File: config.mk
export PLATFORM = sky130hd
export DESIGN_NAME = pipeline_hazard_unit
export DESIGN_NICKNAME = d
export VERILOG_FILES = /design/src/rtl/hazard_pkg.sv /design/src/rtl/inflight_scoreboard.sv /design/src/rtl/pipeline_hazard_unit.sv
export SDC_FILE = /design/constraint.sdc
export NUM_CORES = 1
export LEC_CHECK = 0
export CAP_MARGIN = 20
export CELL_PAD_IN_SITES_DETAIL_PLACEMENT = 0
export CELL_PAD_IN_SITES_GLOBAL_PLACEMENT = 2
export CORE_UTILIZATION = 26
export DETAILED_ROUTE_END_ITERATION = 8
export PLACE_DENSITY = 0.82
export SLEW_MARGIN = 30
export SYNTH_ARGS = -nofsm -noshare
export SYNTH_HDL_FRONTEND = slang
export SYNTH_SLANG_ARGS = --single-unit
File: constraint.sdc
create_clock -name clock -period 2.1 [get_ports clock]
set_input_delay 0.42 -clock clock [delete_from_list [all_inputs] [get_ports clock]]
set_output_delay 0.42 -clock clock [all_outputs]
set_load 0.005 [all_outputs]
File: src/rtl/hazard_pkg.sv
// Shared constants and the in-flight scoreboard entry type for the hazard unit.
package hazard_pkg;

    // Forwarding select value meaning "take the operand from the register file".
    localparam int FWD_RF = 0;

    // Default architectural zero register (XZR); reads of it never depend on anyone.
    localparam int ZERO_REG_DEFAULT = 31;

    // Widest register index a scoreboard entry can hold; narrower indices are zero-extended.
    localparam int MAX_REG_ADDR_W = 8;

    // One in-flight instruction as seen by the hazard logic.
    typedef struct packed {
        logic                      valid;
        logic [MAX_REG_ADDR_W-1:0] rd;
        logic                      regwrite;
        logic                      memread;
    } sb_entry_t;

endpackage

File: src/rtl/inflight_scoreboard.sv
// Shift register of post-decode instructions: entry k is the instruction in stage k.
module inflight_scoreboard
    import hazard_pkg::*;
#(
    parameter int DEPTH = 3
) (
    input  logic                   clock,
    input  logic                   reset,
    input  sb_entry_t              load_entry,
    output sb_entry_t [DEPTH:1]    entries
);

    sb_entry_t [DEPTH:1] entry_reg;
    sb_entry_t           entry_next [1:DEPTH];

    // Entry 1 takes the decoded instruction (or a bubble); every older entry takes its younger neighbour.
    for (genvar gi = 1; gi <= DEPTH; gi++) begin : g_shift
        if (gi == 1) begin : g_head
            assign entry_next[gi] = load_entry;
        end else begin : g_tail
            assign entry_next[gi] = entry_reg[gi-1];
        end
    end

    // Advance the whole pipeline image every edge; the oldest entry simply falls off.
    always_ff @(posedge clock) begin
        if (reset) begin
            entry_reg <= '0;
        end else begin
            for (int k = 1; k <= DEPTH; k++) begin
                entry_reg[k] <= entry_next[k];
            end
        end
    end

    assign entries = entry_reg;

endmodule

File: src/rtl/pipeline_hazard_unit.sv
// Load-use stall, branch flush and operand forwarding control for the pipelined datapath.
module pipeline_hazard_unit
    import hazard_pkg::*;
#(
    parameter int REG_ADDR_W = 5,
    parameter int DEPTH      = 3,
    parameter int LOAD_STAGE = 3,
    parameter int ZERO_REG   = ZERO_REG_DEFAULT,
    parameter int SEL_W      = $clog2(DEPTH + 1)
) (
    input  logic                  clock,
    input  logic                  reset,
    input  logic                  id_valid,
    input  logic [REG_ADDR_W-1:0] id_rs1,
    input  logic [REG_ADDR_W-1:0] id_rs2,
    input  logic                  id_rs1_used,
    input  logic                  id_rs2_used,
    input  logic [REG_ADDR_W-1:0] id_rd,
    input  logic                  id_regwrite,
    input  logic                  id_memread,
    input  logic                  ex_flush,
    output logic                  stall,
    output logic                  bubble,
    output logic                  flush_ifid,
    output logic [SEL_W-1:0]      fwd_a_sel,
    output logic [SEL_W-1:0]      fwd_b_sel
);

    sb_entry_t [DEPTH:1] entries;
    sb_entry_t           load_entry;
    logic                issue;

    logic [DEPTH:1]      match_a;
    logic [DEPTH:1]      match_b;
    logic                src_a_live;
    logic                src_b_live;

    logic [SEL_W-1:0]    sel_a_next;
    logic [SEL_W-1:0]    sel_b_next;
    logic                stall_a;
    logic                stall_b;

    logic [SEL_W-1:0]    fwd_a_sel_reg;
    logic [SEL_W-1:0]    fwd_b_sel_reg;

    // A source only creates a dependency if a real instruction reads it and it is not XZR.
    assign src_a_live = id_valid && id_rs1_used && (id_rs1 != REG_ADDR_W'(ZERO_REG));
    assign src_b_live = id_valid && id_rs2_used && (id_rs2 != REG_ADDR_W'(ZERO_REG));

    // Producer match per in-flight entry for each ID source.
    for (genvar gi = 1; gi <= DEPTH; gi++) begin : g_match
        assign match_a[gi] = src_a_live && entries[gi].valid && entries[gi].regwrite
                             && (entries[gi].rd == MAX_REG_ADDR_W'(id_rs1));
        assign match_b[gi] = src_b_live && entries[gi].valid && entries[gi].regwrite
                             && (entries[gi].rd == MAX_REG_ADDR_W'(id_rs2));
    end

    // Youngest producer wins: scan oldest to youngest so the lowest k is written last.
    // A producer in the last tracked stage has already written the register file by use time.
    always_comb begin
        sel_a_next = SEL_W'(FWD_RF);
        sel_b_next = SEL_W'(FWD_RF);
        stall_a    = 1'b0;
        stall_b    = 1'b0;
        for (int k = DEPTH; k >= 1; k--) begin
            if (match_a[k]) begin
                sel_a_next = (k < DEPTH) ? SEL_W'(k + 1) : SEL_W'(FWD_RF);
                stall_a    = entries[k].memread && (k + 1 < LOAD_STAGE);
            end
            if (match_b[k]) begin
                sel_b_next = (k < DEPTH) ? SEL_W'(k + 1) : SEL_W'(FWD_RF);
                stall_b    = entries[k].memread && (k + 1 < LOAD_STAGE);
            end
        end
    end

    // A taken branch kills the ID instruction, so it cannot also be held.
    assign stall      = (stall_a || stall_b) && !ex_flush;
    assign bubble     = stall || ex_flush;
    assign flush_ifid = ex_flush;
    assign issue      = id_valid && !stall && !ex_flush;

    // Entry 1 receives the ID instruction only when it actually advances into EX.
    always_comb begin
        load_entry          = '0;
        load_entry.valid    = issue;
        load_entry.rd       = MAX_REG_ADDR_W'(id_rd);
        load_entry.regwrite = issue && id_regwrite;
        load_entry.memread  = issue && id_memread;
    end

    inflight_scoreboard #(
        .DEPTH (DEPTH)
    ) u_scoreboard (
        .clock      (clock),
        .reset      (reset),
        .load_entry (load_entry),
        .entries    (entries)
    );

    // Forwarding selects travel with the instruction into EX; bubbles carry register-file selects.
    always_ff @(posedge clock) begin
        if (reset) begin
            fwd_a_sel_reg <= SEL_W'(FWD_RF);
            fwd_b_sel_reg <= SEL_W'(FWD_RF);
        end else if (issue) begin
            fwd_a_sel_reg <= sel_a_next;
            fwd_b_sel_reg <= sel_b_next;
        end else begin
            fwd_a_sel_reg <= SEL_W'(FWD_RF);
            fwd_b_sel_reg <= SEL_W'(FWD_RF);
        end
    end

    assign fwd_a_sel = fwd_a_sel_reg;
    assign fwd_b_sel = fwd_b_sel_reg;

endmodule

==> impl_metrics.json <==
{
  "htreeDepth": 1,
  "hp-class": "register to register",
  "cts_max_path_buffers": 2,
  "final_area_um2": 1430,
  "swShare_pct": 25.0,
  "worstMarginPinSlew_ns": 0.356,
  "p_comb_share_pct": 18.6,
  "ys_seq_area_share_pct": 43.9,
  "p_per_area_nw_per_um2": 491,
  "syn_area_per_cell_um2": 10.2,
  "grt_pass1_vias": 759,
  "ys_ff_latch": 19,
  "antenna_found_initial": 0,
  "fin_hold_ws_ns": 0.499,
  "max_slew_margin_pct": 76.2,
  "synth-edff-count": 0,
  "largest_reg_flops": 15,
  "syn_nets": 108,
  "cts_root_buffer": "clkbuf_4",
  "syn_inst": 85,
  "finClkSkew_ns": 0.00706,
  "crit_path_max_fanout": 2,
  "synth-warning-count": 0,
  "clock-sinks": 19,
  "grt_setup_unrepaired": "yes",
  "clkPwrFrac_pct": 26.6,
  "placed_cell_area_um2": 1330,
  "synth_ff_type": "dfxtp_1",
  "drive_above_1_share_pct": 33.8,
  "start_util_pct": 27.9,
  "track_usage_pct": 12.4,
  "async_reset_ff_share_pct": 0,
  "drc": 0,
  "core_um2": 3100,
  "die-area_um2": 3570,
  "synth_area_leaders": "dfxtp_1 (44%), xnor2_1 (16%), nor2b_1 (10%), nand4_1 (5.8%), xor2_1 (4.0%)",
  "seq_area_um2": 387,
  "final-setup-viol-count": 0,
  "ios": 30,
  "cts_tree": "done",
  "antenna_cells": 0,
  "period_share_pct": 99.8,
  "routed_wl_mm": 1.98,
  "leakage_nw": 0.525,
  "end_kind": "primary output",
  "numPortBuffers": 29,
  "die_width_um": 59.8,
  "p_switching_mw": 0.175,
  "critPathRequiredTime_ns": 1.68,
  "yosysTopAreaCell": "dfxtp_1",
  "routabilityCongestion": 0.848,
  "syn_area_um2": 867,
  "fin_cells": 180,
  "peakVddDrop_uv": 239,
  "report.final.slew_viol_count": 0,
  "multi_input_area_um2": 517,
  "drt_first_pass_iters": 4,
  "rows": 20,
  "num_vias": 759,
  "maxCapViolCount": 0,
  "fill_cells": 330,
  "synth_commonest_cells": "dfxtp_1 (19), xnor2_1 (16), nor2b_1 (14), nand4_1 (8)",
  "status": "finished clean",
  "crit_arrival_ns": 1.68,
  "wl_per_cell_um": 11.0,
  "place_inst": 173,
  "report.final.hold_viol_count": 0,
  "fmax_ghz": 0.477,
  "critPathKind": "register to primary output",
  "synth_cell_types": 20,
  "cts-hold-fix-buffers": 0,
  "hpwlAfterDp_mm": 1.55,
  "areaGrowthSynthToFinish_pct": 64.4,
  "p_int_mw": 0.525,
  "cts.clk_slew.worst_paths_ns": 0.11,
  "synth.most_common_cell": "dfxtp_1",
  "fp.dieH_um": 59.8,
  "via_per_inst": 4.22,
  "grt_max_degree": 13,
  "overflow": 0,
  "grt_pass1_wl_mm": 3.19,
  "worstSkewPairLatency_ns": 0.30,
  "setup_tns_ns": 0,
  "synth_top_area_share_pct": 43.9,
  "numCtsBuffers": 3,
  "finalCriticalPeriod_ns": 2.10,
  "first_iter_violations": 14,
  "p_seq_share_pct": 54.8,
  "startpoint_type": "register",
  "ant_nets": 0,
  "fin_nets": 160
}
==> power by group through the flow <==
stage	clock (mW)	combinational [mW]	sequential, mW
2_1_floorplan	0	0.0487	0.388
3_3_place_gp	0	0.130	0.390
3_5_place_dp	0	0.130	0.390
4_1_cts	0.193	0.130	0.383
5_1_grt	0.206	0.141	0.385
6_report	0.186	0.130	0.383
==> cells by family (layout without fill, tap and decap cells) <==
family	count (synthesis)	after routing	share of synthesized area, %
buf+inv	2	53	1.30
flops	19	19	43.9
simple gates	41	41	30.7
xor+xnor	20	20	20.2
compound gates	3	3	3.90
==> final cells by class <==
class	count	share of cell area (%)
Timing Repair Buffer	49	30.8
Sequential cell	19	27.1
Clock inverter	1	0.351
Multi-Input combinational cell	64	36.3
Clock buffer	3	1.58
Tap cell	44	3.86
==> critical path: stages (launching register included) <==
cell,delay (ns)
dfxtp_2,0.34
buf_6,0.11
xor2_2,0.17
nor4_2,0.27
o21a_2,0.18
buf_6,0.09
and2b_1,0.11
buf_2,0.10
==> placed cells by master (no fill, tap or decap), types with 3 or more instances in the layout <==
cell / netlist / routed
xnor2_1: 16 / 16
buf_4: 1 / 16
nor2b_1: 14 / 14
dfxtp_1: 19 / 14
clkdlybuf4s50_1: 0 / 14
nand4_1: 8 / 8
clkdlybuf4s15_1: 0 / 6
dlygate4sd2_1: 0 / 6
dfxtp_2: 0 / 5
buf_6: 0 / 4
clkbuf_4: 0 / 3
==> metal layers <==
layer	vias to the layer above	global-route usage [%]	wire length, um
met3	5	4.76	105
met4	0	3.99	25
li1	394	-	-
met5	-	0	0
met2	19	22.7	1020
met1	341	13.0	827
==> repair_timing <==
| item | in CTS | in global routing |
|---|---|---|
| pin swaps | 4 | 1 |
| resized for setup | 41 | 5 |
| buffers inserted | 2 | 1 |
| setup endpoints to repair | 2 | 2 |
==> per-stage QoR <==
step / power (mW) / setup slack [ns] / utilization, %
floorplan: 0.437 / 0.237 / -
global placement: 0.520 / -0.653 / 42.8
detailed placement: 0.520 / -0.694 / 42.8
CTS: 0.705 / -0.0191 / 45.2
global route: 0.731 / -0.0982 / 45.9
finish: 0.699 / 0.00473 / 45.9
==> worst paths after layout <==
kind / from / endpoint / slack (ns) / cells past startpoint
worst max-delay path: u_scoreboard.entries[5]$_SDFF_PP0_ / stall / 0.005 / 7
worst min-delay path: u_scoreboard.entries[0]$_SDFF_PP0_ / fwd_b_sel[0]$_SDFF_PP0_ / 0.50 / 1
worst max register to register: u_scoreboard.entries[3]$_SDFF_PP0_ / fwd_a_sel[0]$_SDFF_PP0_ / 0.48 / 7
worst min register to register: u_scoreboard.entries[0]$_SDFF_PP0_ / fwd_b_sel[0]$_SDFF_PP0_ / 0.50 / 1
(Power assumes the default switching activity.)
